$ cat config.mk
export PLATFORM = sky130hd
export DESIGN_NAME = long_op_writeback
export DESIGN_NICKNAME = d
export VERILOG_FILES = /design/src/rtl/long_op_writeback_pkg.sv /design/src/rtl/long_op_rsp_fifo.sv /design/src/rtl/long_op_writeback.sv
export SDC_FILE = /design/constraint.sdc
export NUM_CORES = 1
export LEC_CHECK = 0
export ABC_AREA = 1
export BUFFER_PORTS_ARGS = -buffer_cell sky130_fd_sc_hd__buf_4
export CAP_MARGIN = 10
export CORE_UTILIZATION = 46
export DETAILED_ROUTE_END_ITERATION = 12
export PLACE_DENSITY = 0.88
export SLEW_MARGIN = 20
export SYNTH_ARGS = -nofsm -noshare
export SYNTH_HDL_FRONTEND = slang
export SYNTH_HIERARCHICAL = 1
export SYNTH_SLANG_ARGS = --single-unit
$ cat constraint.sdc
create_clock -name clk_i -period 2.33 [get_ports clk_i]
set_input_delay 0.1165 -clock clk_i [delete_from_list [all_inputs] [get_ports clk_i]]
set_output_delay 0.1165 -clock clk_i [all_outputs]
set_load 0.05 [all_outputs]
$ cat src/rtl/long_op_writeback_pkg.sv
// Shared types and widths for the long-latency writeback path.
package long_op_writeback_pkg;

    localparam int RV32_reg_addr_width_gp = 5;
    localparam int rv32_data_width_gp     = 32;

    typedef enum logic [1:0] {
        WB_NONE,
        WB_REMOTE,
        WB_DIV
    } wb_src_e;

endpackage

$ cat src/rtl/long_op_rsp_fifo.sv
// Small FIFO with a combinational head; pointers carry one extra wrap bit to tell full from empty.
module long_op_rsp_fifo #(
    parameter int width_p = 37,
    parameter int els_p   = 2
) (
    input  logic               clk_i,
    input  logic               reset_i,
    input  logic               v_i,
    input  logic [width_p-1:0] data_i,
    output logic               ready_o,
    output logic               v_o,
    output logic [width_p-1:0] data_o,
    input  logic               yumi_i
);

    localparam int addr_w_lp = $clog2(els_p);

    logic [addr_w_lp:0]   wptr_q, wptr_d;
    logic [addr_w_lp:0]   rptr_q, rptr_d;
    logic [width_p-1:0]   mem_q [els_p];
    logic                 empty, full, enq, deq;

    assign empty = (wptr_q == rptr_q);
    assign full  = (wptr_q[addr_w_lp] != rptr_q[addr_w_lp])
                && (wptr_q[addr_w_lp-1:0] == rptr_q[addr_w_lp-1:0]);

    // Ready is purely ~full, so a full FIFO never enqueues even when popping.
    assign ready_o = ~full;
    assign v_o     = ~empty;
    assign data_o  = mem_q[rptr_q[addr_w_lp-1:0]];

    assign enq = v_i & ~full;
    assign deq = yumi_i & ~empty;

    assign wptr_d = wptr_q + (addr_w_lp+1)'(enq);
    assign rptr_d = rptr_q + (addr_w_lp+1)'(deq);

    always_ff @(posedge clk_i or posedge reset_i) begin
        if (reset_i) begin
            wptr_q <= '0;
            rptr_q <= '0;
        end else begin
            wptr_q <= wptr_d;
            rptr_q <= rptr_d;
        end
    end

    always_ff @(posedge clk_i) begin
        if (enq) begin
            mem_q[wptr_q[addr_w_lp-1:0]] <= data_i;
        end
    end

endmodule

$ cat src/rtl/long_op_writeback.sv
// Writes buffered remote-load responses and divider results into idle RF write slots and
// clears their scoreboard entries; forces the pipeline to yield after a bounded wait.
module long_op_writeback
    import long_op_writeback_pkg::*;
#(
    parameter int id_width_p     = RV32_reg_addr_width_gp,
    parameter int data_width_p   = rv32_data_width_gp,
    parameter int fifo_els_p     = 2,
    parameter int starve_limit_p = 4
) (
    input  logic                    clk_i,
    input  logic                    reset_i,
    input  logic                    rsp_v_i,
    input  logic [id_width_p-1:0]   rsp_id_i,
    input  logic [data_width_p-1:0] rsp_data_i,
    output logic                    rsp_ready_o,
    input  logic                    div_v_i,
    input  logic [id_width_p-1:0]   div_id_i,
    input  logic [data_width_p-1:0] div_data_i,
    output logic                    div_yumi_o,
    input  logic                    pipe_wb_v_i,
    output logic                    stall_pipe_o,
    output logic                    rf_wen_o,
    output logic [id_width_p-1:0]   rf_waddr_o,
    output logic [data_width_p-1:0] rf_wdata_o,
    output logic                    clear_o,
    output logic [id_width_p-1:0]   clear_id_o
);

    localparam int cnt_w_lp = $clog2(starve_limit_p + 1);
    localparam logic [cnt_w_lp-1:0] limit_lp = cnt_w_lp'(starve_limit_p);

    logic                             fifo_v, fifo_yumi;
    logic [id_width_p+data_width_p-1:0] fifo_data;
    wb_src_e                          src;
    logic [id_width_p-1:0]            win_id;
    logic [data_width_p-1:0]          win_data;
    logic                             grant, write, pending;
    logic [cnt_w_lp-1:0]              cnt_q, cnt_d;
    logic                             stall_q;

    long_op_rsp_fifo #(
        .width_p (id_width_p + data_width_p),
        .els_p   (fifo_els_p)
    ) rsp_fifo (
        .clk_i   (clk_i),
        .reset_i (reset_i),
        .v_i     (rsp_v_i),
        .data_i  ({rsp_id_i, rsp_data_i}),
        .ready_o (rsp_ready_o),
        .v_o     (fifo_v),
        .data_o  (fifo_data),
        .yumi_i  (fifo_yumi)
    );

    always_comb begin
        src      = WB_NONE;
        win_id   = '0;
        win_data = '0;
        if (!pipe_wb_v_i && !reset_i) begin
            if (fifo_v) begin
                src      = WB_REMOTE;
                win_id   = fifo_data[id_width_p+data_width_p-1:data_width_p];
                win_data = fifo_data[data_width_p-1:0];
            end else if (div_v_i) begin
                src      = WB_DIV;
                win_id   = div_id_i;
                win_data = div_data_i;
            end
        end
    end

    assign grant      = (src != WB_NONE);
    // x0 is never scored: its results are drained without touching the RF or scoreboard.
    assign write      = grant && (win_id != '0);
    assign fifo_yumi  = (src == WB_REMOTE);
    assign div_yumi_o = (src == WB_DIV);

    assign rf_wen_o   = write;
    assign rf_waddr_o = write ? win_id : '0;
    assign rf_wdata_o = write ? win_data : '0;
    assign clear_o    = write;
    assign clear_id_o = write ? win_id : '0;

    assign pending = fifo_v | div_v_i;

    always_comb begin
        cnt_d = cnt_q;
        if (grant || !pending) begin
            cnt_d = '0;
        end else if (pipe_wb_v_i && (cnt_q != limit_lp)) begin
            cnt_d = cnt_q + cnt_w_lp'(1);
        end
    end

    always_ff @(posedge clk_i or posedge reset_i) begin
        if (reset_i) begin
            cnt_q   <= '0;
            stall_q <= 1'b0;
        end else begin
            cnt_q   <= cnt_d;
            stall_q <= (cnt_d == limit_lp);
        end
    end

    assign stall_pipe_o = stall_q;

    no_pipe_wb_while_stalled: assert property (
        @(posedge clk_i) disable iff (reset_i) !(pipe_wb_v_i && stall_q)
    );

endmodule
=== Word-level counts from Yosys, hierarchy flattened ===
Memories as Yosys holds them, arrays and structs flattened.
Cells that the tools add are included.

* Register bits after elaboration: 8
* RAM bits: 74
* Logic and storage cells: 45
* Memories kept: 1

* $add $sub $neg: 3
* Equal/unequal tests: 7
* Muxes and demuxes: 15
* Bitwise operators: 5
* Reductions and logical operators: 10

{| class="wikitable"
|+ Memory list
! name !! words !! bits a word !! rd ports !! clocked after memory_dff !! wr ports !! line !! text
|-
| rsp_fifo.mem_q || 2 || 37 || 1 || 0 || 1 || long_op_rsp_fifo.sv:20 || <nowiki>logic [width_p-1:0] mem_q [els_p];</nowiki>
|}

{| class="wikitable"
|+ Operators with widths
! cell !! count
|-
| $mux W32 || 4
|-
| $mux W5 || 4
|-
| $mux W2 || 3
|-
| $mux W3 || 2
|-
| $reduce_bool A5 Y1 || 1
|-
| $add A2 B1 Y2 || 2
|-
| $logic_and A1 B1 Y1 || 4
|-
| $add A3 B1 Y3 const B || 1
|-
| $eq A3 B3 Y1 const B || 1
|-
| $logic_not A1 Y1 || 3
|-
| $ne A3 B3 Y1 const B || 1
|-
| $and A1 B1 Y1 || 2
|-
| $eq A2 B1 Y1 const B || 1
|-
| $eq A2 B2 Y1 || 1
|-
| $eq A2 B2 Y1 const B || 1
|-
| $mux W1 || 2
|-
| $not A1 Y1 || 2
|-
| $reduce_bool A2 Y1 || 1
|-
| $eq A1 B1 Y1 || 1
|-
| $logic_or A1 B1 Y1 || 1
|-
| $ne A1 B1 Y1 || 1
|-
| $or A1 B1 Y1 || 1
|}

=== Longest topological paths before layout ===
Gate-level depths: netlist of the first run.

* Depth after elaboration: 7
* Mapped depth: 14

=== Hierarchy ===
The synthesis of the first run kept the hierarchy.

{| class="wikitable"
|+ By module, submodules not included
! module !! times used !! cells each !! area an instance (um^2) !! seq. area each (um^2)
|-
| long_op_rsp_fifo || 1 || 223 || 2941.6 || 2322.2
|-
| long_op_writeback || 1 || 140 || 864.6 || 100.1
|}

=== Worst setup path after synthesis of the first run ===
Ideal clock, no wire load.

* Path kind: register -> output
* Start: register rsp_fifo.rptr_q[0]
* End: output rf_wdata_o[22]
* Data arrival time: 2.353 ns
* Path slack: -0.140 ns
* Cell stages (with the launch flop): 12
* Path buffers: 2
* Cells stage by stage: dfrtp_1 > inv_2 > buf_6 > nand2_1 > nand2_2 > nand2_1 > inv_2 > nand2_1 > nor2_2 > buf_2 > a22oi_1 > nor2_1

* Cells in the longest elaborated chain, start to end: 6

{| class="wikitable"
|+ RTL lines
! what !! line !! text
|-
| from (decl) || long_op_rsp_fifo.sv:19 || <nowiki>logic [addr_w_lp:0] rptr_q, rptr_d;</nowiki>
|-
| from (signal assigned) || long_op_rsp_fifo.sv:44 || <nowiki>rptr_q <= rptr_d;</nowiki>
|-
| $mem_v2 Z2 W37 / $eq A2 B2 Y1 (equally long branches) || n/a ||
|-
| $mux W5 / $mux W2 (equally long branches) || long_op_writeback.sv:61 || <nowiki>if (fifo_v) begin</nowiki>
|-
| $mux W5 / $mux W2 (equally long branches) || long_op_writeback.sv:60 || <nowiki>if (!pipe_wb_v_i && !reset_i) begin</nowiki>
|-
| $reduce_bool A5 Y1 / $reduce_bool A2 Y1 (equally long branches) || long_op_writeback.sv:75, long_op_writeback.sv:73 ||
|-
| $logic_and A1 B1 Y1 || long_op_writeback.sv:75 || <nowiki>assign write = grant && (win_id != '0);</nowiki>
|-
| $mux W32 * || long_op_writeback.sv:81 || <nowiki>assign rf_wdata_o = write ? win_data : '0;</nowiki>
|-
| to (decl) || long_op_writeback.sv:25 || <nowiki>output logic [data_width_p-1:0] rf_wdata_o,</nowiki>
|}

Mark *: on every way between the ends. The rest lies on a longest branch, timed or not.

=== Final worst setup path of the first run ===
* Start: register rsp_fifo.rptr_q[0]
* End: output rf_wdata_o[16]

The elaborated chain is that of the path after synthesis.

==> out/results.ini, run 1 <==
[place]
io_buffers=125
place_ws_ns=0.288
dpl_cell_area_mm2=0.00483
gp_congestion=0.805
hpwl_um=5700

[hold_path]
holdCritPathClass=in -> reg
whs_endpoint=stall_pipe_o
hold-path-cell-count=4
hp-start=pipe_wb_v_i

[clocking]
cts-root-buf=clkbuf_8
clk_pin_slew_ns=0.08
ctsLongestPathBuffers=2
cts_tree=done
cts_made_buffers=9
clk_latency_ns=0.34
htree_num_levels=3
cts_sinks=82

[power_and_ir_drop]
peakVddDrop_v=0.000658
p_leak_nw=2.63
total_power_mw=7.05
p_per_area_mw_per_mm2=1180

[sta]
period_share_pct=99.1
finClkSkew_ns=0.00890
layout_min_cycle_time_ns=2.31
tightest_slew_ns=0.313
fmaxAchievable_ghz=0.433
hold_ws_ns=0.165
grt_setup_unrepaired=true
setup_viol=0
hold_viol=0
tns_ns=0
relSlewSlack_pct=79.1
maxSlewViolCount=0
setup_slack_ns=0.0216

[detailed_routing]
drt_iter0_drc=157
dr_total_vias=3304
first_pass_iters=4
ant_nets=0
via_per_inst=5.08
drt_wl_total_um=10700
drc=0
drt-wirelength-per-cell_um=16.4

[logic_synthesis]
async_reset_ff_share_pct=9.76
synth_top_cell_area_share_pct=58.4
synth-seq-cells=82
yosys_warnings=6
ys_types=22
ys.flop_type=edfxtp_1
synth_nets=447
netlist_area_mm2=0.00381
ys_top_cells_by_area=edfxtp_1 58%, nand2_1 14%, a22oi_1 6.3%
syn_inst=363
synth_top_cell_by_area=edfxtp_1
synth_edf_count=74
synth.yosys.seq_area_share_pct=63.6
synth_area_per_cell_um2=10.5

[critical_path]
crit_type=reg -> out
endpoint_kind=output pin
crit_fanout=9
start_kind=flip-flop
regToRegSetupSlack_ns=0.53
rr_worst_depth=11
crit_arrival_ns=2.19
r2r_start=rsp_fifo/rptr_q[1]
r2r_end=rsp_fifo/rptr_q[1]
required_ns=2.21

[cells_and_area]
diodes=0
drive_gt1_share_pct=41.1
final_common_cell=nand2_1
fin_nets=627
final_cell_mix=134 x nand2_1, 112 x buf_4, 74 x edfxtp_1, 38 x dlygate4sd3_1, 32 x a22oi_1
final_cell_area_mm2=0.00596
areaGrowthSynthToFinish_pct=56.6

[grt]
grt_pass1_wl_um=14400
grt_max_degree=39
grt_usage_pct=22.0
grt_pass1_vias=3147
antenna_found_initial=0
grt_overflow_total=0

[floorplan]
dieHeight_um=93.0
coreArea_mm2=0.00785
row_count=32
initial_core_util_pct=48.5
dieWidth_um=93.0
num_io_pins=126
die_area_mm2=0.00864

[outcome]
outcome=finished clean

[job]
maxCapViolations=0

## per-stage QoR
step                utilization (%)  cells
floorplan                         -    363
global placement               61.5    578
detailed placement             61.5    578
CTS                            69.3    632
global route                   76.0    650
finish                         76.0    650
## area by class of cell
class                           instances  area [µm²]
Clock buffer                           10         128
Clock inverter                          6        72.6
Fill cell                             482        1890
Inverter                               23        88.8
Multi-Input combinational cell        235        1290
Sequential cell                        82        2420
Tap cell                              102         128
Timing Repair Buffer                  192        1830
## registers in the layout (all words and copies together), names as in the netlist
register and count:
cnt_q 3, stall_pipe_o 1, rsp_fifo/rptr_q 2, rsp_fifo/mem_q 74, rsp_fifo/wptr_q 2
## worst max-delay path by stage
stage / startpoint / end / cells after the start
2_1_floorplan: rsp_fifo/rptr_q[0] / rf_wdata_o[10] / 11
3_3_place_gp: rsp_fifo/wptr_q[0] / rf_wdata_o[17] / 13
3_5_place_dp: rsp_fifo/wptr_q[0] / rf_wdata_o[15] / 13
4_1_cts: rsp_fifo/rptr_q[0] / rf_wdata_o[14] / 13
5_1_grt: rsp_fifo/rptr_q[0] / rf_wdata_o[1] / 14
6_report: rsp_fifo/rptr_q[0] / rf_wdata_o[16] / 14
## report_power, final
part / leakage (nW) / internal [mW] / switching [mW]
logic: 1.74 / 1.45 / 2.38
registers: 0.788 / 2.07 / 0.139
clock network: 0.0975 / 0.507 / 0.512
total: 2.63 / 4.03 / 3.03
## critical path, stage by stage (launching register included)
cell	delay [ns]
dfrtp_1	0.41
inv_2	0.10
nand2_2	0.07
nand2_4	0.11
nand2_8	0.08
nor2_4	0.12
nand2_2	0.06
nand2_1	0.07
nand2_2	0.06
nand2_2	0.10
nor2_4	0.05
buf_12	0.14
buf_12	0.14
nor2_1	0.14
buf_6	0.18
## layer usage
| layer | GRT usage (%) | share of wire (%) |
|---|---|---|
| met5 | 0 | 0 |
| met3 | 3.78 | 5.1 |
| met2 | 40.4 | 53 |
| met1 | 24.0 | 39 |
| met4 | 11.9 | 2.8 |
## logic make-up after synthesis
| kind of cell | count (synthesis) | share of synthesized area, % |
|---|---|---|
| DFF | 82 | 63.6 |
| adders and majority gates | 5 | 1.64 |
| buffers and inverters | 46 | 6.80 |
| AOI/OAI and AO/OA | 37 | 7.33 |
| and+or+nand+nor | 190 | 19.9 |
| xor gates and xnor gates | 3 | 0.690 |
## cell usage after synthesis, types with 2 or more instances
master and count:
a21oi_2 2, a22oi_1 32, buf_2 6, buf_4 13, buf_6 4, dfrtp_1 8, edfxtp_1 74, ha_1 5
inv_1 19, inv_2 4, nand2_1 144, nand3_1 4, nor2_1 32, nor2_2 5, nor2_4 2, xor2_1 3
## what timing repair did
action                                 4_1_cts  5_1_grt
endpoints found under the hold margin       82        0
setup buffers                                0       11
gates cloned                                 0        8
pin swaps                                    0       15
gates resized for setup                      8       81
setup endpoints to repair                   34       34
hold buffers                                38        0
Note: power is estimated with default switching activity, not from simulation.
==> run 2: changes to the inputs <==
--- a/config.mk
+++ b/config.mk
@@ -8,6 +8,7 @@
 export ABC_AREA = 1
 export BUFFER_PORTS_ARGS = -buffer_cell sky130_fd_sc_hd__buf_4
 export CAP_MARGIN = 10
+export CORE_ASPECT_RATIO = 2
 export CORE_UTILIZATION = 46
 export DETAILED_ROUTE_END_ITERATION = 12
 export PLACE_DENSITY = 0.88
==> run 2 against run 1 <==
Against the previous run:
- combinational power fell by 18%
- wire length fell by 2.8%
- clock skew fell by 0.0016 ns
- largest power group unchanged
- highest routed layer unchanged
==> out/results.ini, run 2 (same netlist as run 1, synthesis figures left out) <==
[outcome]
outcome=finished clean

[detailed_routing]
first_pass_iters=5
drc=0
drt_iter0_drc=238
drt-wirelength-per-cell_um=16.5
ant_nets=0
via_per_inst=5.20
drt_wl_total_um=10400
dr_total_vias=3273

[critical_path]
critPathMaxStageDelay_ns=0.40
cpLargestDelayFamily=simple AND/OR/NAND/NOR gates
rr_worst_depth=11
required_ns=2.21
crit_type=reg -> out
start_kind=flip-flop
crit_buf_inv=4
cpMostUsedCell=nand2_1
r2r_start=rsp_fifo/wptr_q[1]
crit_fanout=19
crit_chain=inv_1, nand2_1, nand2_1, nand2_4, inv_4, nand3_1, nand2_1, nand2_1, nand3_2, nor2_4, buf_8, nor2_1, buf_4
crit_arrival_ns=2.16
cp_slowest_cell=dfrtp_1
endpoint_kind=output pin
startpoint=rsp_fifo/wptr_q[1]
r2r_end=rsp_fifo/rptr_q[1]
regToRegSetupSlack_ns=0.45

[clocking]
cts-root-buf=clkbuf_16
ctsLongestPathBuffers=2
cts_tree=done
cts_sinks=82
clk_pin_slew_ns=0.06
clk_latency_ns=0.33
htree_num_levels=3
cts_made_buffers=9

[hold_path]
holdCritPathClass=in -> reg
hold-path-cell-count=4
hp-start=pipe_wb_v_i
whs_endpoint=stall_pipe_o

[grt]
grt_pass1_vias=3229
grt_pass1_wl_um=14800
grt_max_degree=38
antenna_found_initial=0
grt_overflow_total=0
grt_usage_pct=23.7

[place]
gp_congestion=0.741
io_buffers=125
place_ws_ns=0.304
hpwl_um=6560
dpl_cell_area_mm2=0.00481
place_inst=574

[sta]
hold_viol=0
maxSlewViolCount=0
grt_setup_unrepaired=true
fmaxAchievable_ghz=0.439
finClkSkew_ns=0.00728
hold_ws_ns=0.194
setup_slack_ns=0.0534
relSlewSlack_pct=79.5
layout_min_cycle_time_ns=2.28
tns_ns=0
period_share_pct=97.7
setup_viol=0
tightest_slew_ns=0.307

[cells_and_area]
final_cell_mix=143 x nand2_1, 116 x buf_4, 74 x edfxtp_1, 38 x dlygate4sd3_1, 32 x a22oi_1
areaGrowthSynthToFinish_pct=50.1
final_common_cell=nand2_1
fill_cells=525
drive_gt1_share_pct=36.0
fin_nets=612
utilization_pct=71.4
final_cell_area_mm2=0.00571
diodes=0
finalNonFillerCells=629
largest_register_ffs=74

[floorplan]
row_count=46
die_area_mm2=0.00866
coreArea_mm2=0.00800
initial_core_util_pct=47.6
num_io_pins=126
dieWidth_um=66.3
dieHeight_um=131

[power_and_ir_drop]
peakVddDrop_v=0.00106
p_leak_nw=2.56
p_per_area_mw_per_mm2=1230
total_power_mw=7.03

[job]
maxCapViolations=0

==> run 2: report_power, final <==
group          switching (mW)  internal [mW]
logic                    2.14          0.999
registers               0.142           2.07
clock network           0.520           1.15
==> run 2: layout make-up <==
type / instances / area (µm²) / share of cell area, %
repair buffers: 177 / 1530 / 26.7
clock buffers: 10 / 229 / 4.01
multi-input cells: 235 / 1200 / 21.0
flip-flops and latches: 82 / 2420 / 42.4
inverters: 23 / 88.8 / 1.55
well taps: 96 / 120 / 2.10
clock inverters: 6 / 129 / 2.26
==> run 2: tightest hold or removal path: stages <==
cell and delay, ns:
buf_4 0.12, nand4_1 0.10, nand3_1 0.11, nor2_1 0.04
==> run 2: worst max-delay path by stage <==
stage | slack [ns] | end | cells after the start
finish | 0.05 | rf_wdata_o[14] | 13
global route | -0.03 | rf_wdata_o[29] | 13
CTS | 0.02 | rf_wdata_o[22] | 11
detailed placement | 0.30 | rf_wdata_o[4] | 12
global placement | 0.36 | rf_wdata_o[7] | 12
floorplan | 0.06 | rf_wdata_o[10] | 11
==> run 2: repair_timing <==
action,in CTS,in global routing
hold buffers,38,0
buffers inserted,0,0
gates resized for setup,4,45
hold endpoints to repair,82,0
setup endpoints to repair,34,34
gates cloned,0,1
pin swaps,0,1
==> run 2: metal layers <==
metal | part of all wire (%) | vias to the layer above | GRT usage, %
li1 | - | 1534 | -
met1 | 33 | 1555 | 22.4
met2 | 58 | 150 | 43.5
met3 | 5.1 | 34 | 5.21
met4 | 3.8 | 0 | 16.4
met5 | 0 | - | 0
